### config.mk
export PLATFORM = sky130hd
export DESIGN_NAME = clock_input_conditioner
export DESIGN_NICKNAME = d
export VERILOG_FILES = /design/src/rtl/clock_input_conditioner.sv
export SDC_FILE = /design/constraint.sdc
export NUM_CORES = 1
export LEC_CHECK = 0
export CELL_PAD_IN_SITES_DETAIL_PLACEMENT = 0
export CELL_PAD_IN_SITES_GLOBAL_PLACEMENT = 1
export CORE_UTILIZATION = 45
export DETAILED_ROUTE_END_ITERATION = 6
export PLACE_DENSITY_LB_ADDON = 0.1
export SLEW_MARGIN = 20
export SYNTH_ARGS = -nofsm -noshare
export SYNTH_HDL_FRONTEND = slang
export SYNTH_SLANG_ARGS = --single-unit
### constraint.sdc
create_clock -name Clock -period 3.05 [get_ports Clock]
set_clock_uncertainty 0.2 [all_clocks]
set_input_delay 0.7625 -clock Clock [delete_from_list [all_inputs] [get_ports Clock]]
set_output_delay 0.7625 -clock Clock [all_outputs]
set_load 0.005 [all_outputs]
### src/rtl/clock_input_conditioner.sv
// -----------------------------------------------------------------------------
// clock_input_conditioner
//
// Front end of the D2 clock. Turns the 200 Hz system clock and two raw,
// active-low, bouncy set buttons into clean one-cycle strobes for the display
// sequencer:
//   - a minute prescaler producing Tick once every TICK_DIV cycles
//   - per button: two-flop synchroniser, debounce, press-and-hold auto-repeat
//   - minute-set arbitration: a minute-button pulse restarts the prescaler and
//     suppresses a Tick that would coincide with it, so Tick and SyncMinOut are
//     never high together and no increment is lost downstream.
//
// Ports (top):
//   Clock        in   system clock, all state on the rising edge
//   nReset       in   asynchronous active-low reset
//   nMinBtn      in   raw minute-set button, low = pressed, asynchronous
//   nHourBtn     in   raw hour-set button, low = pressed, asynchronous
//   Tick         out  one-cycle strobe, once per minute
//   SyncMinOut   out  one-cycle strobe, increment minutes
//   SyncHourOut  out  one-cycle strobe, increment hours
//
// clock_input_conditioner_btn (helper, one per button):
//   clk, rst_n   clock and asynchronous active-low reset
//   btn_n        raw button pin, low = pressed
//   fire         combinational: a strobe is due on the coming edge
// -----------------------------------------------------------------------------

module clock_input_conditioner_btn #(
    parameter int unsigned DEBOUNCE      = 4,
    parameter int unsigned REPEAT_DELAY  = 100,
    parameter int unsigned REPEAT_PERIOD = 40
) (
    input  logic clk,
    input  logic rst_n,
    input  logic btn_n,
    output logic fire
);

    localparam int unsigned DB_W    = $clog2(DEBOUNCE + 1);
    localparam int unsigned RPT_MAX = (REPEAT_DELAY > REPEAT_PERIOD) ? REPEAT_DELAY
                                                                     : REPEAT_PERIOD;
    localparam int unsigned RPT_W   = $clog2(RPT_MAX);

    localparam logic [DB_W-1:0]  DB_LAST     = DB_W'(DEBOUNCE - 1);
    localparam logic [RPT_W-1:0] DELAY_LOAD  = RPT_W'(REPEAT_DELAY - 1);
    localparam logic [RPT_W-1:0] PERIOD_LOAD = RPT_W'(REPEAT_PERIOD - 1);

    typedef enum logic [1:0] {
        IDLE,
        DELAY,
        REPEAT
    } state_t;

    logic              sync_1;
    logic              sync_2;
    logic              stable;      // debounced level, 1 = released
    logic [DB_W-1:0]   db_cnt;
    logic              flip;
    logic              press_ev;
    logic              release_ev;
    state_t            state;
    logic [RPT_W-1:0]  rpt_cnt;

    // The edge on which the counter would reach DEBOUNCE is the edge on which
    // the debounced level flips; exposing it combinationally lets the button
    // FSM act on that same edge.
    assign flip       = (sync_2 != stable) && (db_cnt == DB_LAST);
    assign press_ev   = flip & ~sync_2;
    assign release_ev = flip &  sync_2;

    // Synchroniser and debounce
    always_ff @(posedge clk or negedge rst_n) begin
        if (!rst_n) begin
            sync_1 <= 1'b1;
            sync_2 <= 1'b1;
            stable <= 1'b1;
            db_cnt <= '0;
        end else begin
            sync_1 <= btn_n;
            sync_2 <= sync_1;
            if (sync_2 == stable) begin
                db_cnt <= '0;
            end else if (flip) begin
                stable <= sync_2;
                db_cnt <= '0;
            end else begin
                db_cnt <= db_cnt + DB_W'(1);
            end
        end
    end

    // A release always wins, even over a repeat pulse due on the same edge.
    always_comb begin
        fire = 1'b0;
        if (!release_ev) begin
            case (state)
                IDLE:          fire = press_ev;
                DELAY, REPEAT: fire = (rpt_cnt == '0);
                default:       fire = 1'b0;
            endcase
        end
    end

    // Press-and-hold auto-repeat FSM
    always_ff @(posedge clk or negedge rst_n) begin
        if (!rst_n) begin
            state   <= IDLE;
            rpt_cnt <= '0;
        end else if (release_ev) begin
            state <= IDLE;
        end else begin
            case (state)
                IDLE: begin
                    if (press_ev) begin
                        rpt_cnt <= DELAY_LOAD;
                        state   <= DELAY;
                    end
                end
                DELAY: begin
                    if (rpt_cnt == '0) begin
                        rpt_cnt <= PERIOD_LOAD;
                        state   <= REPEAT;
                    end else begin
                        rpt_cnt <= rpt_cnt - RPT_W'(1);
                    end
                end
                REPEAT: begin
                    if (rpt_cnt == '0) begin
                        rpt_cnt <= PERIOD_LOAD;
                    end else begin
                        rpt_cnt <= rpt_cnt - RPT_W'(1);
                    end
                end
                default: begin
                    state <= IDLE;
                end
            endcase
        end
    end

endmodule

module clock_input_conditioner #(
    parameter int unsigned TICK_DIV      = 12000,
    parameter int unsigned DEBOUNCE      = 4,
    parameter int unsigned REPEAT_DELAY  = 100,
    parameter int unsigned REPEAT_PERIOD = 40
) (
    input  logic Clock,
    input  logic nReset,
    input  logic nMinBtn,
    input  logic nHourBtn,
    output logic Tick,
    output logic SyncMinOut,
    output logic SyncHourOut
);

    localparam int unsigned PS_W = $clog2(TICK_DIV);
    localparam logic [PS_W-1:0] PS_LAST = PS_W'(TICK_DIV - 1);

    logic            min_fire;
    logic            hour_fire;
    logic [PS_W-1:0] presc;

    clock_input_conditioner_btn #(
        .DEBOUNCE      (DEBOUNCE),
        .REPEAT_DELAY  (REPEAT_DELAY),
        .REPEAT_PERIOD (REPEAT_PERIOD)
    ) u_min_btn (
        .clk   (Clock),
        .rst_n (nReset),
        .btn_n (nMinBtn),
        .fire  (min_fire)
    );

    clock_input_conditioner_btn #(
        .DEBOUNCE      (DEBOUNCE),
        .REPEAT_DELAY  (REPEAT_DELAY),
        .REPEAT_PERIOD (REPEAT_PERIOD)
    ) u_hour_btn (
        .clk   (Clock),
        .rst_n (nReset),
        .btn_n (nHourBtn),
        .fire  (hour_fire)
    );

    // Output stage and prescaler. The button strobes are registered here
    // rather than inside the helper so that the minute strobe and the
    // prescaler restart share the same edge.
    always_ff @(posedge Clock or negedge nReset) begin
        if (!nReset) begin
            presc       <= '0;
            Tick        <= 1'b0;
            SyncMinOut  <= 1'b0;
            SyncHourOut <= 1'b0;
        end else begin
            SyncMinOut  <= min_fire;
            SyncHourOut <= hour_fire;
            if (min_fire) begin
                // Setting minutes restarts the seconds; a wrap on this edge
                // is dropped so Tick never overlaps SyncMinOut.
                presc <= '0;
                Tick  <= 1'b0;
            end else if (presc == PS_LAST) begin
                presc <= '0;
                Tick  <= 1'b1;
            end else begin
                presc <= presc + PS_W'(1);
                Tick  <= 1'b0;
            end
        end
    end

endmodule

Yosys cells after proc, flatten, opt, wreduce, memory -nomap -nowiden
Cells that the tools add are included.
W data, S select, Z words.
{"block": "word_totals", "regBits": 47, "latchBits": 0, "mem_bits_rw": 0, "mem_bits_ro": 0, "in_bits": 4, "word_cells": 92, "memories": 0}
{"block": "classes", "addsub": 5, "mul": 0, "div_mod_pow": 0, "magnitude_cmp": 0, "eq_ne": 19, "n_shift": 0, "muxes": 26, "n_bitwise": 10, "n_reduce_logical": 16}
{"op": "$mux W14", "count": 2}
{"op": "$mux W7", "count": 4}
{"op": "$pmux W7 S2", "count": 2}
{"op": "$add A14 B1 Y14 const B", "count": 1}
{"op": "$eq A14 B14 Y1 const B", "count": 1}
{"op": "$logic_not A7 Y1", "count": 2}
{"op": "$sub A7 B1 Y7 const B", "count": 2}
{"op": "$mux W2", "count": 6}
{"op": "$mux W3", "count": 4}
{"op": "$ne A3 B1 Y1 const B", "count": 4}
{"op": "$pmux W2 S3", "count": 2}
{"op": "$reduce_and A3 Y1", "count": 4}
{"op": "$ne A2 B1 Y1 const B", "count": 4}
{"op": "$add A3 B1 Y3 const B", "count": 2}
{"op": "$eq A3 B2 Y1 const B", "count": 2}
{"op": "$not A1 Y1", "count": 6}
{"op": "$and A1 B1 Y1", "count": 4}
{"op": "$eq A2 B1 Y1 const B", "count": 2}
{"op": "$eq A2 B2 Y1 const B", "count": 2}
{"op": "$logic_not A2 Y1", "count": 2}
{"op": "$mux W1", "count": 4}
{"op": "$pmux W1 S2", "count": 2}
{"op": "$reduce_and A2 Y1", "count": 2}
{"op": "$reduce_bool A2 Y1", "count": 2}
{"op": "other kinds (4)", "count": 8}

Logic depth before layout (Yosys ltp)
Gate-level depths: netlist of the first run.
{"block": "depth", "ltp_word": 6, "ltp_mapped": 8, "ltp_nobuf": 7}

Cells and area by module
Synthesis of the first run repeated with hierarchy kept, for this count alone.
{"block": "unflattened", "cells_unflattened": 260, "area_unflattened_um2": 2670.1}
{"mod": "clock_input_conditioner_btn", "instances": 2, "cells_each": 93, "area_each_um2": 937.1, "seq_area_each_um2": 379.1}
{"mod": "clock_input_conditioner", "instances": 1, "cells_each": 74, "area_each_um2": 795.8, "seq_area_each_um2": 425.4}

Worst setup path after synthesis of the first run
Ideal clock, no wire load.
{"block": "synth_path", "path_kind": "reg2reg", "from": "register u_min_btn.stable", "to": "register u_min_btn.rpt_cnt[5]", "setup_time_ps": 124, "arrival_ps": 1898, "path_slack_ps": 828, "stages_incl_launch_ff": 7, "n_path_buf": 1, "cell_sequence": "dfstp_2 inv_2 o31ai_2 or3b_1 buf_2 or4b_1 a21boi_1"}
{"block": "synth_via", "elab_chain_len": 5, "elab_cells_between_ends": 7, "cone_classes": "2 x eq/ne; 3 x bitwise; 2 x reduce/logical"}
{"item": "start: declaration", "line": "56", "rtl": "logic stable;"}
{"item": "start signal: assignment", "line": "84", "rtl": "stable <= sync_2;"}
{"item": "$ne A1 B1 Y1 (*)", "line": "67", "rtl": "assign flip = (sync_2 != stable) && (db_cnt == DB_LAST);"}
{"item": "$logic_and A1 B1 Y1 (*)", "line": "67"}
{"item": "$and A1 B1 Y1 (on tied branches)", "line": "68, 69"}
{"item": "$ne A2 B1 Y1 (no source line) or $not A1 Y1 (tied branches)"}
{"item": "$reduce_and A3 Y1 (no source line) (*)"}
{"item": "end signal: assignment", "line": "124", "rtl": "rpt_cnt <= rpt_cnt - RPT_W'(1);"}
{"item": "end signal: assignment", "line": "131", "rtl": "rpt_cnt <= rpt_cnt - RPT_W'(1);"}
{"item": "end: declaration", "line": "62", "rtl": "logic [RPT_W-1:0] rpt_cnt;"}
Every way passes the cells marked *; elsewhere a longest branch is shown, timed or not.
A chain may end at the register's enable or synchronous reset.

Worst setup path after layout of the first run
{"block": "layout_path", "from": "register u_min_btn.rpt_cnt[0]", "to": "register presc[3]"}
{"block": "layout_via", "elab_chain_len": 4}
{"item": "$logic_not A7 Y1", "line": "98", "rtl": "DELAY, REPEAT: fire = (rpt_cnt == '0);"}
{"item": "$pmux W1 S2", "line": "96", "rtl": "case (state)"}
{"item": "$mux W1", "line": "95", "rtl": "if (!release_ev) begin"}
{"item": "named net min_fire", "line": "161", "rtl": "logic min_fire;"}
{"item": "$mux W14", "line": "199", "rtl": "if (min_fire) begin"}
{"item": "end signal: assignment", "line": "208", "rtl": "presc <= presc + PS_W'(1);"}
{"item": "end: declaration", "line": "163", "rtl": "logic [PS_W-1:0] presc;"}
The timed path passes the listed nets, and every way through them passes these cells.

==> flow_summary.toml, run 1 <==
[outcome]
status = "completed"

[setup_path]
crit_fanout = 13
reg2reg_slack_ns = 0.69
critPathKind = "register to register"
end_kind = "register"
critPathRequiredTime_ns = 3.01
start_kind = "register"
critPathArrivalTime_ns = 2.32

[yosys]
netlist_area_sq_um = 2360
ys_ff_latch = 47
yosysMostFrequentCell = "dfrtp_1"
synthTopCellsByArea = "dfrtp_1, ha_1, dfstp_2, nor2_1, xor2_1"
yosys.area.top_type = "dfrtp_1"
seq_area_frac_synth_pct = 50.2
synthCells = 234
yosys-top-cells-count = "dfrtp_1, nor2_1, nand2_1"
synth_top_area_share_pct = 43.5
ys.flop_type = "dfrtp_1"
ys_warn_count = 0
synth_edf_count = 0
synthArstFlopShare_pct = 100
synth_fp_nets = 255
yosysUniqueCellTypes = 45
synth.avg_cell_area_sq_um = 10.1

[finish]
finalNetCount = 268
drive_gt1_share_pct = 8.87
n_antenna_cell = 0
syn_to_final_growth_pct = 10.5
design_area_sq_um = 2610

[placed_design]
placed_cell_area_sq_um = 2510
gp_congestion = 0.757
numPortBuffers = 6
dpl_worst_slack_ns = 0.674
dp_hpwl_mm = 2.92

[die]
die_h_um = 74.4
design.die.area_sq_um = 5540
die_w_um = 74.4
io_pins = 7
rows = 25
start_util_pct = 48.4
core_sq_um = 4880

[detailed_routing]
dr.pass1.iters = 4
vias = 1625
ant_nets = 0
routed_via_density = 5.16
wl_per_cell_um = 12.6
drc = 0
routed_wl_mm = 3.97
drtIter0Drc = 52

[pwr]
power.switching_w = 0.000842
intPower_w = 0.00136
p_seq_share_pct = 44.1
p_sw_share_pct = 38.2
powerDensity_nw_per_um2 = 845
leakage_nw = 1.22
pwr-share-clk_pct = 18.1
ir_drop_mv = 0.356
comb_power_share_pct = 37.8

[timing]
final-hold-violation-count = 0
timing.slew.headroom_pct = 61.0
finalSetupTns_ns = 0
max_freq_mhz = 424
rsz0062_at_grt = "no"
post-route-period-util_pct = 77.4
setup_slack_ns = 0.690
setup-violations-final = 0
worst_pin_slew_ns = 0.584
maxSlewViolCount = 0
finalCriticalPeriod_ns = 2.36

[grt]
grt_pass1_vias = 1615
antenna_found_initial = 0
grt_pass1_wl_mm = 7.01
grtUsageTotal_pct = 16.7
grt_max_degree = 24
overflow = 0

[clocking]
root_buffer = "clkbuf_8"
worstSkewPairLatency_ns = 0.29
cts_tree = "done"
clockBufferDepth = 2
numCtsBuffers = 5
htree_num_levels = 2
cts_resized = 0
post-cts-setup-buffer-count = 0
cts_hold_buf = 0
clock_sinks = 47
clk_pin_slew_ns = 0.08

[flow_run]
drv_cap = 0

[worst_hold_path]
holdCritPathClass = "register to register"
[layer usage]
layer  global-route usage, %  vias up  wire length, um
li1                        -      830                -
met2                    25.6       20             1730
met5                       0        -                0
met1                    23.1      770             2060
met3                    3.79        5              134
met4                    6.29        0               43
[logic make-up (layout without fill, tap and decap cells)]
logic type / count (synthesis) / count (layout) / share of synthesized area (%)
and+or+nand+nor: 100 / 100 / 21.2
DFF: 47 / 47 / 50.2
AOI/OAI and AO/OA: 34 / 34 / 10.1
buffers and inverters: 19 / 33 / 3.13
adders and majority gates: 17 / 17 / 9.01
xor gates and xnor gates: 15 / 15 / 5.57
muxes: 2 / 2 / 0.848
[power by group through the flow]
stage | combinational (W) | clock, W | sequential [W]
2_1_floorplan | 0.000666 | 0 | 0.000943
3_3_place_gp | 0.000829 | 0 | 0.000981
3_5_place_dp | 0.000846 | 0 | 0.000980
4_1_cts | 0.000849 | 0.000422 | 0.000971
5_1_grt | 0.000979 | 0.000443 | 0.00100
6_report | 0.000833 | 0.000398 | 0.000972
[flip-flops by register name, summed over array words and instances, names as in the netlist, 2 cells and up]
name,count
u_min_btn.rpt_cnt,7
u_hour_btn.state,2
u_min_btn.db_cnt,3
presc,14
u_hour_btn.rpt_cnt,7
u_min_btn.state,2
u_hour_btn.db_cnt,3
[placed cells by master (no fill, tap or decap), drive strengths merged, types with 5 or more instances in the layout]
| master | count |
|---|---|
| dfrtp | 41 |
| nor2 | 35 |
| nand2 | 18 |
| ha | 17 |
| inv | 16 |
| nand3 | 12 |
| xor2 | 10 |
| a21oi | 9 |
| clkbuf | 8 |
| nor3 | 7 |
| dfstp | 6 |
| xnor2 | 5 |
| nand2b | 5 |
| and3 | 5 |
| o21ai | 5 |
| clkdlybuf4s50 | 5 |
[worst paths after layout]
path,cells after the start,start,to
setup / recovery,7,u_min_btn.rpt_cnt[0],presc[3]
hold / removal,0,u_hour_btn.sync_1,u_hour_btn.sync_2
setup reg to reg,7,u_min_btn.rpt_cnt[0],presc[3]
hold reg to reg,0,u_hour_btn.sync_1,u_hour_btn.sync_2
max in group asynchronous,2,nReset,u_min_btn.sync_2
min in group asynchronous,1,nReset,presc[6]
[area by class of cell]
cell class                 instances  area (sq um)
clock buffer                       8           100
fill                             456          2270
inverter                          16          60.1
multi-input combinational        168          1100
sequential                        47          1180
tap                               67          83.8
timing repair buffer               9          77.6
[through the flow]
step	util (%)	power (W)	std cells	hold slack (ns)
after CTS	53.4	0.00224	315	0.160
after floorplan	-	0.00161	234	0.145
after global placement	51.4	0.00181	307	0.147
final	53.4	0.00220	315	0.159
after detailed placement	51.4	0.00183	307	0.149
after global routing	53.4	0.00242	315	0.162
[worst max-delay path: stages, from the launching register on]
cell and delay, ns:
dfrtp_1 0.42, inv_1 0.07, ha_1 0.17, nor3b_2 0.31, nand3_1 0.11, a211oi_1 0.36
nand2b_1 0.47, nor2_1 0.11
Power figures use the tool's default switching activity.
==> run 2, diff against run 1 <==
- clock period: 3.05 -> 2.3 ns (I/O delays scaled with it)
==> flow_summary.toml, run 2 (synthesis results as in run 1) <==
[setup_path]
critPathRequiredTime_ns = 2.28
crit_fanout = 4
cp_cell_sequence = "inv_2, o31ai_2, or3b_1, or4b_1, a21boi_1"
worst_path_max_delay_cell = "dfstp_2"
worstRegToRegCells = 5
critPathKind = "register to register"
start_kind = "register"
critPathArrivalTime_ns = 2.14
r2r-start = "u_min_btn.stable"
worstReg2RegEnd = "u_min_btn.rpt_cnt[5]"
reg2reg_slack_ns = 0.13
end_kind = "register"
cpPeakStageDelay_ns = 0.57

[detailed_routing]
routed_wl_mm = 3.92
vias = 1650
routed_via_density = 5.09
ant_nets = 0
wl_per_cell_um = 12.1
drc = 0
drtIter0Drc = 59
dr.pass1.iters = 5

[clocking]
numCtsBuffers = 5
post-cts-setup-buffer-count = 0
root_buffer = "clkbuf_8"
clk_pin_slew_ns = 0.08
cts_tree = "done"
clockBufferDepth = 2
worstSkewPairLatency_ns = 0.29
clock_sinks = 47
htree_num_levels = 2

[finish]
layout_common_cells = "dfrtp_1, nor2_1, nand2_1"
top_regs = "presc (14), u_hour_btn.rpt_cnt (7), u_min_btn.rpt_cnt (7)"
fillers = 458
largest_reg_flops = 14
largest_register = "presc"
final_common_cell = "dfrtp_1"
drive_gt1_share_pct = 12.1
syn_to_final_growth_pct = 13.7
finalNetCount = 277
n_antenna_cell = 0

[timing]
post-route-period-util_pct = 94.2
maxSlewViolCount = 0
final-hold-violation-count = 0
max_freq_mhz = 462
timing.slew.headroom_pct = 67.9
finalCriticalPeriod_ns = 2.17
setup_slack_ns = 0.134
rsz0062_at_grt = "no"
finalSetupTns_ns = 0
worst_pin_slew_ns = 0.482
fin_hold_ws_ns = 0.0319
setup-violations-final = 0

[placed_design]
dpl_worst_slack_ns = 0.125
numPortBuffers = 6
dp_hpwl_mm = 2.87
gp_congestion = 0.751

[grt]
overflow = 0
antenna_found_initial = 0
grt_pass1_vias = 1606
grtUsageTotal_pct = 16.8
grt_max_degree = 28
grt_pass1_wl_mm = 7.07

[die]
start_util_pct = 48.4
die_h_um = 74.4
die_w_um = 74.4
io_pins = 7
design.die.area_sq_um = 5540
core_sq_um = 4880
rows = 25

[pwr]
comb_power_share_pct = 40.5
p_seq_share_pct = 43.7
powerDensity_nw_per_um2 = 1100
pwr-share-clk_pct = 15.8
p_sw_share_pct = 38.2
power.switching_w = 0.00113
ir_drop_mv = 0.708
intPower_w = 0.00182
leakage_nw = 1.26

[flow_run]
drv_cap = 0

[outcome]
status = "completed"

[worst_hold_path]
holdCritPathClass = "input pin to asynchronous set/reset pin"
## run 2: cell types whose count changed in the layout (fill, tap and decap cells not counted), sizes merged
cell / delta
buf: +9
clkbuf: -1
clkinv: +1
## run 2: worst max-delay path by stage
stage	from	cells after the start	slack [ns]	end
floorplan	u_min_btn.stable	6	0.08	u_min_btn.rpt_cnt[5]
global placement	u_min_btn.stable	5	0.16	u_min_btn.rpt_cnt[5]
detailed placement	u_min_btn.db_cnt[0]	6	0.13	u_min_btn.rpt_cnt[5]
CTS	u_min_btn.db_cnt[0]	6	0.11	u_min_btn.rpt_cnt[5]
global route	u_min_btn.db_cnt[0]	6	0.003	u_min_btn.rpt_cnt[5]
finish	u_min_btn.stable	5	0.13	u_min_btn.rpt_cnt[5]
## run 2: repair_timing
item / CTS / global route
setup endpoints to repair: 0 / 1
resized for setup: 0 / 1
hold buffers: 0 / 0
hold endpoints to repair: 0 / 0
## run 2: worst max-delay path, delay by kind of cell, from the launching register on
family	cells	cell delay (ns)
flops	1	0.57
compound gates	2	0.37
simple gates	2	0.87
buf+inv	1	0.05
## run 2: final cells by class
class | count | area [sq um] | area share (%)
well taps | 67 | 83.8 | 3.12
repair buffers | 18 | 170 | 6.34
clock inverters | 1 | 5.00 | 0.186
clock buffers | 7 | 76.3 | 2.84
multi-input cells | 168 | 1100 | 41.2
inverters | 16 | 60.1 | 2.24
flip-flops and latches | 47 | 1180 | 44.1
## run 2: metrics by stage
stage               utilization (%)  std cells  instance area, sq um  total power, W
global placement               53.3        316                  2600         0.00249
CTS                            54.9        324                  2680         0.00299
floorplan                         -        234                  2360         0.00213
global route                   55.0        324                  2680         0.00323
finish                         55.0        324                  2680         0.00295
detailed placement             53.3        316                  2600         0.00250
## run 2: per-layer routing
metal  up-vias  share of wire, %  track usage, %
met5         -                 0               0
met4         0               1.3            5.66
met3         6               2.8            4.07
met2        25                42            25.2
met1       773                54            23.8
li1        846                 -               -
## run 2: power by group through the flow
stage | Combinational, W | Clock, W | Sequential, W
finish | 0.00119 | 0.000467 | 0.00129
global route | 0.00138 | 0.000524 | 0.00133
CTS | 0.00121 | 0.000501 | 0.00129
detailed placement | 0.00120 | 0 | 0.00130
global placement | 0.00120 | 0 | 0.00130
floorplan | 0.000883 | 0 | 0.00125
